===== src/rtl/wt_cache_pkg.sv =====
// Shared constants and types for the write-through L1 data cache.
// Geometry: 8 ways, 128-bit lines (16 bytes), 4 KiB per way.
package wt_cache_pkg;

    localparam int unsigned PLEN                  = 56;
    localparam int unsigned DCACHE_SET_ASSOC      = 8;
    localparam int unsigned DCACHE_LINE_WIDTH     = 128;
    localparam int unsigned DCACHE_OFFSET_WIDTH   = $clog2(DCACHE_LINE_WIDTH / 8);
    localparam int unsigned DCACHE_INDEX_WIDTH    = 12;
    localparam int unsigned DCACHE_CL_IDX_WIDTH   = DCACHE_INDEX_WIDTH - DCACHE_OFFSET_WIDTH;
    localparam int unsigned DCACHE_TAG_WIDTH      = PLEN - DCACHE_INDEX_WIDTH;
    localparam int unsigned DCACHE_WAY_IDX_WIDTH  = $clog2(DCACHE_SET_ASSOC);
    localparam int unsigned DCACHE_WORDS          = DCACHE_LINE_WIDTH / 64;
    localparam int unsigned DCACHE_WORD_SEL_WIDTH = DCACHE_OFFSET_WIDTH - 3;
    localparam int unsigned CACHE_ID_WIDTH        = 3;

    // Size encoding used for a full cache-line refill.
    localparam logic [2:0] SIZE_CACHE_LINE = 3'b111;

    // Request sent to the memory adapter.
    typedef struct packed {
        logic [PLEN-1:0]           paddr;
        logic [2:0]                size;
        logic                      nc;
        logic [CACHE_ID_WIDTH-1:0] tid;
    } dcache_req_t;

    // Read-miss unit states.
    typedef enum logic [1:0] {
        IDLE,
        MEM_REQ,
        MEM_WAIT
    } rd_miss_state_e;

    // Core configuration; cacheability is resolved upstream of the miss unit.
    typedef struct packed {
        logic [7:0]  nr_cached_regions;
        logic [63:0] cached_region_base;
    } ariane_cfg_t;

    localparam ariane_cfg_t ArianeDefaultConfig = '{
        nr_cached_regions:  8'd1,
        cached_region_base: 64'h0000_0000_8000_0000
    };

    // Convert a way index into a one-hot way-enable vector.
    function automatic logic [DCACHE_SET_ASSOC-1:0] way_onehot(
        input logic [DCACHE_WAY_IDX_WIDTH-1:0] idx
    );
        logic [DCACHE_SET_ASSOC-1:0] oh;
        oh      = '0;
        oh[idx] = 1'b1;
        return oh;
    endfunction

endpackage


===== src/rtl/wt_dcache_rd_missunit_lfsr.sv =====
// 8-bit Fibonacci LFSR (taps 8,6,5,4) used for pseudo-random way replacement.
module lfsr_8bit (
    input  logic       clk_i,
    input  logic       rst_ni,
    input  logic       en_i,
    output logic [7:0] out_o
);

    logic [7:0] lfsr_q, lfsr_d;
    logic       feedback;

    // Next value: shift left, feedback from bit positions 8,6,5,4 (1-based).
    always_comb begin
        feedback = lfsr_q[7] ^ lfsr_q[5] ^ lfsr_q[4] ^ lfsr_q[3];
        lfsr_d   = lfsr_q;
        if (en_i) begin
            lfsr_d = {lfsr_q[6:0], feedback};
        end
    end

    // State register; seeded with all ones so the sequence never locks up at zero.
    always_ff @(posedge clk_i or negedge rst_ni) begin
        if (!rst_ni) begin
            lfsr_q <= 8'hFF;
        end else begin
            // NOTE: non-blocking assignment so every flop samples pre-edge values.
            lfsr_q <= lfsr_d;
        end
    end

    assign out_o = lfsr_q;

endmodule


===== src/rtl/wt_dcache_rd_missunit.sv =====
// Read-miss responder: accepts one outstanding read miss, replays on a
// collision with an in-flight store, fetches the line (or NC word) from
// memory and writes the refill into the chosen way.
module wt_dcache_rd_missunit
    import wt_cache_pkg::*;
#(
    parameter logic [CACHE_ID_WIDTH-1:0] RdTxId    = CACHE_ID_WIDTH'(1),
    parameter ariane_cfg_t               ArianeCfg = ArianeDefaultConfig
) (
    input  logic                           clk_i,
    input  logic                           rst_ni,
    // read-port controller
    input  logic                           miss_req_i,
    output logic                           miss_ack_o,
    output logic                           miss_replay_o,
    input  logic                           miss_nc_i,
    input  logic                           miss_we_i,
    input  logic [DCACHE_SET_ASSOC-1:0]    miss_vld_bits_i,
    input  logic [PLEN-1:0]                miss_paddr_i,
    input  logic [2:0]                     miss_size_i,
    input  logic [CACHE_ID_WIDTH-1:0]      miss_id_i,
    output logic                           miss_rtrn_vld_o,
    output logic [63:0]                    miss_rtrn_data_o,
    // write buffer
    input  logic                           wr_busy_i,
    input  logic [PLEN-1:0]                wr_paddr_i,
    // memory adapter
    output logic                           mem_data_req_o,
    input  logic                           mem_data_ack_i,
    output dcache_req_t                    mem_data_o,
    input  logic                           mem_rtrn_vld_i,
    input  logic [DCACHE_LINE_WIDTH-1:0]   mem_rtrn_data_i,
    input  logic [CACHE_ID_WIDTH-1:0]      mem_rtrn_tid_i,
    // cache memory write port
    output logic                           wr_cl_vld_o,
    output logic [DCACHE_SET_ASSOC-1:0]    wr_cl_we_o,
    output logic [DCACHE_TAG_WIDTH-1:0]    wr_cl_tag_o,
    output logic [DCACHE_CL_IDX_WIDTH-1:0] wr_cl_idx_o,
    output logic [DCACHE_LINE_WIDTH-1:0]   wr_cl_data_o
);

    rd_miss_state_e                    state_q, state_d;
    logic [PLEN-1:0]                   paddr_q, paddr_d;
    logic [2:0]                        size_q, size_d;
    logic                              nc_q, nc_d;
    logic [DCACHE_SET_ASSOC-1:0]       vld_bits_q, vld_bits_d;
    logic [DCACHE_SET_ASSOC-1:0]       way_q, way_d;

    logic [7:0]                        lfsr_val;
    logic                              lfsr_en;
    logic [DCACHE_WAY_IDX_WIDTH-1:0]   inv_idx;
    logic                              all_valid;
    logic [DCACHE_SET_ASSOC-1:0]       way_sel;
    logic                              collision;
    logic [63:0]                       rtrn_words [DCACHE_WORDS];
    logic [DCACHE_WORD_SEL_WIDTH-1:0]  word_sel;
    logic                              rtrn_hit;
    logic                              unused_sink;

    // Pseudo-random replacement only moves when a cacheable miss is accepted.
    assign lfsr_en = miss_ack_o & ~miss_nc_i;

    lfsr_8bit i_lfsr (
        .clk_i  (clk_i),
        .rst_ni (rst_ni),
        .en_i   (lfsr_en),
        .out_o  (lfsr_val)
    );

    // Priority encoder: lowest-index invalid way (scan high to low, last write wins).
    always_comb begin
        inv_idx = '0;
        for (int i = int'(DCACHE_SET_ASSOC) - 1; i >= 0; i--) begin
            if (!miss_vld_bits_i[i]) begin
                inv_idx = DCACHE_WAY_IDX_WIDTH'(i);
            end
        end
    end

    assign all_valid = &miss_vld_bits_i;
    assign way_sel   = all_valid ? way_onehot(lfsr_val[DCACHE_WAY_IDX_WIDTH-1:0])
                                 : way_onehot(inv_idx);

    // A miss to the same line as an in-flight store could refill stale data.
    assign collision = wr_busy_i &&
        (wr_paddr_i[PLEN-1:DCACHE_OFFSET_WIDTH] == miss_paddr_i[PLEN-1:DCACHE_OFFSET_WIDTH]);

    // Split the returned line into 64-bit words for the requester.
    always_comb begin
        for (int w = 0; w < int'(DCACHE_WORDS); w++) begin
            rtrn_words[w] = mem_rtrn_data_i[w*64 +: 64];
        end
    end

    assign word_sel = paddr_q[DCACHE_OFFSET_WIDTH-1:3];
    assign rtrn_hit = mem_rtrn_vld_i && (mem_rtrn_tid_i == RdTxId);

    // Next-state and output logic of the miss FSM.
    always_comb begin
        // NOTE: every output and next-state is defaulted first so no path infers a latch.
        state_d          = state_q;
        paddr_d          = paddr_q;
        size_d           = size_q;
        nc_d             = nc_q;
        vld_bits_d       = vld_bits_q;
        way_d            = way_q;
        miss_ack_o       = 1'b0;
        miss_replay_o    = 1'b0;
        miss_rtrn_vld_o  = 1'b0;
        miss_rtrn_data_o = '0;
        mem_data_req_o   = 1'b0;
        mem_data_o       = '0;
        wr_cl_vld_o      = 1'b0;
        wr_cl_we_o       = '0;
        wr_cl_tag_o      = '0;
        wr_cl_idx_o      = '0;
        wr_cl_data_o     = '0;

        unique case (state_q)
            IDLE: begin
                if (miss_req_i) begin
                    if (collision) begin
                        miss_replay_o = 1'b1;
                    end else begin
                        miss_ack_o = 1'b1;
                        paddr_d    = miss_paddr_i;
                        size_d     = miss_size_i;
                        nc_d       = miss_nc_i;
                        vld_bits_d = miss_vld_bits_i;
                        way_d      = way_sel;
                        state_d    = MEM_REQ;
                    end
                end
            end

            MEM_REQ: begin
                mem_data_req_o   = 1'b1;
                mem_data_o.paddr = nc_q ? paddr_q
                                        : {paddr_q[PLEN-1:DCACHE_OFFSET_WIDTH],
                                           {DCACHE_OFFSET_WIDTH{1'b0}}};
                mem_data_o.size  = nc_q ? size_q : SIZE_CACHE_LINE;
                mem_data_o.nc    = nc_q;
                mem_data_o.tid   = RdTxId;
                if (mem_data_ack_i) begin
                    state_d = MEM_WAIT;
                end
            end

            MEM_WAIT: begin
                if (rtrn_hit) begin
                    miss_rtrn_vld_o  = 1'b1;
                    miss_rtrn_data_o = nc_q ? rtrn_words[0] : rtrn_words[word_sel];
                    if (!nc_q) begin
                        wr_cl_vld_o  = 1'b1;
                        wr_cl_we_o   = way_q;
                        wr_cl_tag_o  = paddr_q[PLEN-1:DCACHE_INDEX_WIDTH];
                        wr_cl_idx_o  = paddr_q[DCACHE_INDEX_WIDTH-1:DCACHE_OFFSET_WIDTH];
                        wr_cl_data_o = mem_rtrn_data_i;
                    end
                    state_d = IDLE;
                end
            end

            default: state_d = IDLE;
        endcase
    end

    // State and latched-request registers.
    always_ff @(posedge clk_i or negedge rst_ni) begin
        if (!rst_ni) begin
            state_q    <= IDLE;
            paddr_q    <= '0;
            size_q     <= '0;
            nc_q       <= 1'b0;
            vld_bits_q <= '0;
            way_q      <= '0;
        end else begin
            state_q    <= state_d;
            paddr_q    <= paddr_d;
            size_q     <= size_d;
            nc_q       <= nc_d;
            vld_bits_q <= vld_bits_d;
            way_q      <= way_d;
        end
    end

    // Inputs and state bits that are intentionally not consumed here.
    assign unused_sink = ^{miss_we_i, miss_id_i, vld_bits_q,
                           lfsr_val[7:DCACHE_WAY_IDX_WIDTH],
                           wr_paddr_i[DCACHE_OFFSET_WIDTH-1:0], ArianeCfg};

endmodule


===== config.mk =====
export PLATFORM = sky130hd
export DESIGN_NAME = wt_dcache_rd_missunit
export DESIGN_NICKNAME = d
export VERILOG_FILES = /design/src/rtl/wt_cache_pkg.sv /design/src/rtl/wt_dcache_rd_missunit_lfsr.sv /design/src/rtl/wt_dcache_rd_missunit.sv
export SDC_FILE = /design/constraint.sdc
export NUM_CORES = 1
export LEC_CHECK = 0
export CAP_MARGIN = 30
export CORE_AREA = 2 2 230 232
export CTS_CLUSTER_DIAMETER = 80
export DETAILED_ROUTE_END_ITERATION = 6
export DIE_AREA = 0 0 232 234
export HOLD_SLACK_MARGIN = 0.03
export SYNTH_ARGS = -nofsm -noshare
export SYNTH_HDL_FRONTEND = slang
export SYNTH_SLANG_ARGS = --single-unit

===== constraint.sdc =====
create_clock -name clk_i -period 4.4 [get_ports clk_i]
set_input_delay 0.88 -clock clk_i [delete_from_list [all_inputs] [get_ports clk_i]]
set_output_delay 0.88 -clock clk_i [all_outputs]
set_load 0.1 [all_outputs]

; ---- After elaboration in Yosys (flattened, before gate mapping)
; Index checks and enable logic that the tools add are counted.
[classes]
order_cmp = 5
eq_ne = 8
mux = 51
n_bitwise = 7
n_reduce_logical = 8
[op_table]
columns = cell, count
row1 = two-way mux 128 bit, 3
row2 = two-way mux 64 bit, 6
row3 = two-way mux 44 bit, 3
row4 = two-way mux 63 bit, 1
row5 = two-way mux 8 bit, 7
row6 = equality test 52 bit, 1
row7 = two-way mux 3 bit, 9
row8 = two-way mux 1 bit, 14
row9 = < comparator 3 x 4 -> 1 bit (second input constant), 2
row10 = two-way mux 2 bit, 4
row11 = != test 2 bit (second input constant), 4
row12 = AND reduction 8 bit, 1
row13 = demux 1 bit (select 3 bit), 2
row14 = >= comparator 3 x 1 -> 1 bit (second input constant), 2
row15 = one-hot mux 2 bit (3 select lines), 1
row16 = logical AND 1 bit, 4
row17 = two-way mux 4 bit, 1
row18 = AND reduction 4 bit, 1
row19 = equality test 3 x 1 -> 1 bit (second input constant), 1
row20 = AND reduction 3 bit, 1
row21 = bitwise XOR 1 bit, 3
row22 = equality test 2 x 1 -> 1 bit (second input constant), 1
row23 = equality test 2 bit (second input constant), 1
row24 = >= comparator 2 bit (second input constant), 1
row25 = 4 further kinds, 5
[totals]
regBits = 78
out_inout_bits = 320
wordCells = 85

; ---- Depth between registers and ports, before layout
[logic_depth]
ltp_word = 13
ltp_mapped = 7

; ---- Cells and area by module
; Synthesis repeated with hierarchy kept, for this count alone.
[hier_totals]
hier_cells = 819
area_unflattened_um2 = 6562.5
[by_module_without_submodules]
columns = mod, instances, cells_each, area_each_um2
row1 = wt_dcache_rd_missunit, 1, 798, 6233.5
row2 = lfsr_8bit, 1, 21, 329.1

; ---- Worst setup path before layout
; No wires, ideal clock.
[synth_timing]
kind = input -> output
from = input port mem_rtrn_tid_i[1]
to = output port wr_cl_we_o[6]
t_arrival_ns = 3.625
t_required_ns = 3.520
setup_slack_ns = -0.105
stages = 4
cell_sequence = nor4bb_1 > nand3b_1 > clkbuf_1 > nor3_1
[synth_between]
elab_chain_cells = 4
[synth_lines]
columns = element, line
row1 = from (decl), wt_dcache_rd_missunit.sv:33  ; input logic [CACHE_ID_WIDTH-1:0] mem_rtrn_tid_i,
row2 = equality test 3 x 1 -> 1 bit, wt_dcache_rd_missunit.sv:96  ; assign rtrn_hit = mem_rtrn_vld_i && (mem_rtrn_tid_i == RdTxId);
row3 = logical AND 1 bit, wt_dcache_rd_missunit.sv:96
row4 = two-way mux 8 bit, wt_dcache_rd_missunit.sv:150  ; if (rtrn_hit) begin
row5 = two-way mux 8 bit, wt_dcache_rd_missunit.sv:119  ; unique case (state_q)
row6 = to (decl), wt_dcache_rd_missunit.sv:36  ; output logic [DCACHE_SET_ASSOC-1:0] wr_cl_we_o,
; No other way between the ends.

; ---- Worst setup path in the final report
[layout_timing]
from = input port miss_paddr_i[25]
to = output port miss_replay_o
[layout_between]
elab_chain_cells = 5
[layout_lines]
columns = element, line
row1 = from (decl), wt_dcache_rd_missunit.sv:19  ; input logic [PLEN-1:0] miss_paddr_i,
row2 = equality test 52 bit, wt_dcache_rd_missunit.sv:86  ; (wr_paddr_i[PLEN-1:DCACHE_OFFSET_WIDTH] == miss_paddr_i[PLEN-1:DCACHE_OFFSET_WIDTH]);
row3 = logical AND 1 bit, wt_dcache_rd_missunit.sv:85  ; assign collision = wr_busy_i &&
row4 = two-way mux 1 bit, wt_dcache_rd_missunit.sv:122  ; if (collision) begin
row5 = two-way mux 1 bit, wt_dcache_rd_missunit.sv:121  ; if (miss_req_i) begin
row6 = two-way mux 1 bit, wt_dcache_rd_missunit.sv:119
row7 = to (decl), wt_dcache_rd_missunit.sv:15  ; output logic miss_replay_o,
; No other way between the ends.

==> results.sh <==
export IMPL_avgSynthCellArea_um2=8.36
export IMPL_rrSetupSlack_ns=2.49
export IMPL_ant_nets=0
export IMPL_start_util_pct=12.9
export IMPL_synth_compound_area_share_pct=7.59
export IMPL_drt_iter0_drc=268
export IMPL_post_cts_resized=0
export IMPL_dieHeight_um=234
export IMPL_critical_path_class="in -> out"
export IMPL_detail_route_vias_per_cell=3.87
export IMPL_synthAdderAreaFrac_pct=0
export IMPL_syn_to_final_growth_pct=138
export IMPL_critPathCaptureType="output port"
export IMPL_finClkSkew_ns=0.0138
export IMPL_synth_enable_flop_cells=0
export IMPL_drc=0
export IMPL_synthSimpleGateAreaFrac_pct=35.3
export IMPL_nets=1612
export IMPL_seq_area_frac_synth_pct=29.2
export IMPL_synth_distinct_cells=42
export IMPL_hold_class="reg -> reg"
export IMPL_rsz0062_at_grt="false"
export IMPL_grt_use_total_pct=15.1
export IMPL_grt_pass1_vias=8124
export IMPL_drive_gt1_share_pct=32.5
export IMPL_synth_flop_cell="dfrtp_1"
export IMPL_num_fill_cells=5347
export IMPL_final_max_slew_viol_count=0
export IMPL_drv_cap=0
export IMPL_cts_buffer_depth=2
export IMPL_async_flop_share_pct=100
export IMPL_port_buffers=574
export IMPL_core_area_um2=52000
export IMPL_gp_congestion=0.855
export IMPL_most_common_layout_cells="buf_12 (261), clkdlybuf4s50_1 (260), and2_1 (240)"
export IMPL_ys_seq_elements=78
export IMPL_fin_crit_sh_pct=93.0
export IMPL_crit_path_start="miss_paddr_i[25]"
export IMPL_timing_rr_start="state_q[1]$_DFFE_PN0P_"
export IMPL_wl_um=43200
export IMPL_io_pins=585
export IMPL_final_common_cell="buf_12"
export IMPL_grt_max_degree=89
export IMPL_setup_violations=0
export IMPL_htreeDepth=3
export IMPL_synth_area_um2=6710
export IMPL_cts_tree="yes"
export IMPL_grtUsageMet2_pct=27.2
export IMPL_post_cts_buffers=0
export IMPL_cts_sinks=78
export IMPL_die_w_um=232
export IMPL_rows=84
export IMPL_post_route_util_pct=30.8
export IMPL_finalHoldViolations=0
export IMPL_worstMarginPinSlew_ns=1.01
export IMPL_use_met3_pct=3.92
export IMPL_setup_worst_path_end="miss_replay_o"
export IMPL_dpl_hpwl_um=35800
export IMPL_grt_ovfl_total=0
export IMPL_fmax_mhz=244
export IMPL_route_vias_total=7905
export IMPL_synth_warnings=0
export IMPL_grt_pass1_wl_um=58900
export IMPL_insertion_delay_ns=0.36
export IMPL_synth_xor_area_share_pct=6.13
export IMPL_use_met1_pct=17.3
export IMPL_crit_path_start_kind="input port"
export IMPL_cts_root_buffer="clkbuf_16"
export IMPL_first_pass_iters=4
export IMPL_finalSetupTns_ns=0
export IMPL_busiest_layer="met2"
export IMPL_syn_inst=803
export IMPL_powerDensity_nw_per_um2=398
export IMPL_maxSlewHeadroom_pct=32.3
export IMPL_clk_pin_slew_ns=0.07
export IMPL_synth_top_family_by_area="simple AND/OR/NAND/NOR gates"
export IMPL_max_vdd_ir_drop_mv=0.506
export IMPL_arrival_ns=3.21
export IMPL_synth_area_mux_share_pct=16.5
export IMPL_fin_hold_ws_ns=0.505
export IMPL_antenna_found_initial=6
export IMPL_r2r_cells=5
export IMPL_die_area_um2=54300
export IMPL_r2r_end="paddr_q[26]$_DFFE_PN0P_"
export IMPL_layout_min_cycle_time_ns=4.09
export IMPL_numCtsBuffers=9
export IMPL_cp_max_fo=2
export IMPL_p_leak_nw=6.62
export IMPL_ctsHoldBuffers=0
export IMPL_worst_ep_required_time_ns=3.52
export IMPL_wl_per_cell_um=21.1
export IMPL_outcome="finished, final reports clean"
-- cells by family after synthesis --
group | Yosys count
other | 1
AOI/OAI and AO/OA | 91
muxes | 76
xor gates and xnor gates | 47
buffers and inverters | 77
and+or+nand+nor | 433
DFF | 78
-- cell usage after synthesis, types with 2 or more instances --
library cell	instances	share of area [%]
nand2b_1	6	0.56
buf_1	6	0.34
nand4_1	13	1.2
clkbuf_1	44	2.5
nor3_1	3	0.22
mux2_4	67	15
dfrtp_1	70	26
dfstp_2	8	3.1
a32o_1	2	0.30
buf_4	3	0.34
xnor2_1	26	3.4
a21oi_1	70	5.2
xor2_1	21	2.7
inv_1	17	0.95
o21ai_0	5	0.37
and3_1	5	0.47
o221ai_1	2	0.26
nor2_1	6	0.34
or4_1	2	0.22
a31oi_1	2	0.19
buf_6	7	1.2
nor2b_1	4	0.37
nor4_1	6	0.56
nand3b_1	2	0.22
nand3_1	4	0.30
o22ai_1	3	0.28
and2_1	240	22
mux2_2	8	1.3
nand2_1	138	7.7
-- layout make-up --
cell class | count | area (um2) | share of cell area, %
Timing Repair Buffer | 592 | 8360 | 52.2
Clock buffer | 10 | 229 | 1.43
Antenna cell | 3 | 7.51 | 0.0469
Clock inverter | 6 | 87.6 | 0.547
Multi-Input combinational cell | 649 | 4430 | 27.7
Tap cell | 688 | 861 | 5.38
Inverter | 17 | 63.8 | 0.399
Sequential cell | 78 | 1960 | 12.3
-- through the flow --
step	setup WS [ns]	cells	power [mW]	cell area [um2]
floorplan	0.239	804	4.29	6720
global placement	0.279	2024	5.53	15700
detailed placement	0.247	2024	5.57	15700
CTS	0.236	2040	6.45	16000
global route	0.110	2041	6.65	16000
finish	0.307	2043	6.37	16000
-- metal layers --
metal	part of all wire (%)	vias up
met1	39	3772
li1	-	3693
met3	7.2	41
met2	51	395
met4	2.8	4
met5	0.065	-
-- state kept, by name, indices dropped and copies added, names as in the netlist --
name,flops
paddr_q,56
state_q,2
way_q,8
size_q,3
i_lfsr.out_o,8
nc_q,1
-- critical path, cell delays in order --
cell and delay (ns):
clkdlybuf4s50_1 0.49, xor2_1 0.19, nor4_1 0.46, nand4_1 0.35, nor4_4 0.26, nand3_1 0.16
nor2_1 0.22, buf_12 0.21
-- worst min-delay path by stage --
stage          cells after the start  slack, ns                    from                      to
6_report                           1       0.51  paddr_q[2]$_DFFE_PN0P_  paddr_q[2]$_DFFE_PN0P_
5_1_grt                            1       0.52  paddr_q[2]$_DFFE_PN0P_  paddr_q[2]$_DFFE_PN0P_
4_1_cts                            1       0.51    way_q[1]$_DFFE_PN0P_    way_q[1]$_DFFE_PN0P_
3_5_place_dp                       1       0.49  paddr_q[2]$_DFFE_PN0P_  paddr_q[2]$_DFFE_PN0P_
3_3_place_gp                       1       0.49  paddr_q[2]$_DFFE_PN0P_  paddr_q[2]$_DFFE_PN0P_
2_1_floorplan                      1       0.47    way_q[0]$_DFFE_PN0P_    way_q[0]$_DFFE_PN0P_
-- power by group --
part | leakage (nW) | internal, mW | total [mW] | switching [mW]
Clock | 0.145 | 0.497 | 0.834 | 0.337
Combinational | 5.55 | 1.39 | 4.24 | 2.85
Sequential | 0.920 | 1.03 | 1.29 | 0.264
(Power assumes the default switching activity.)
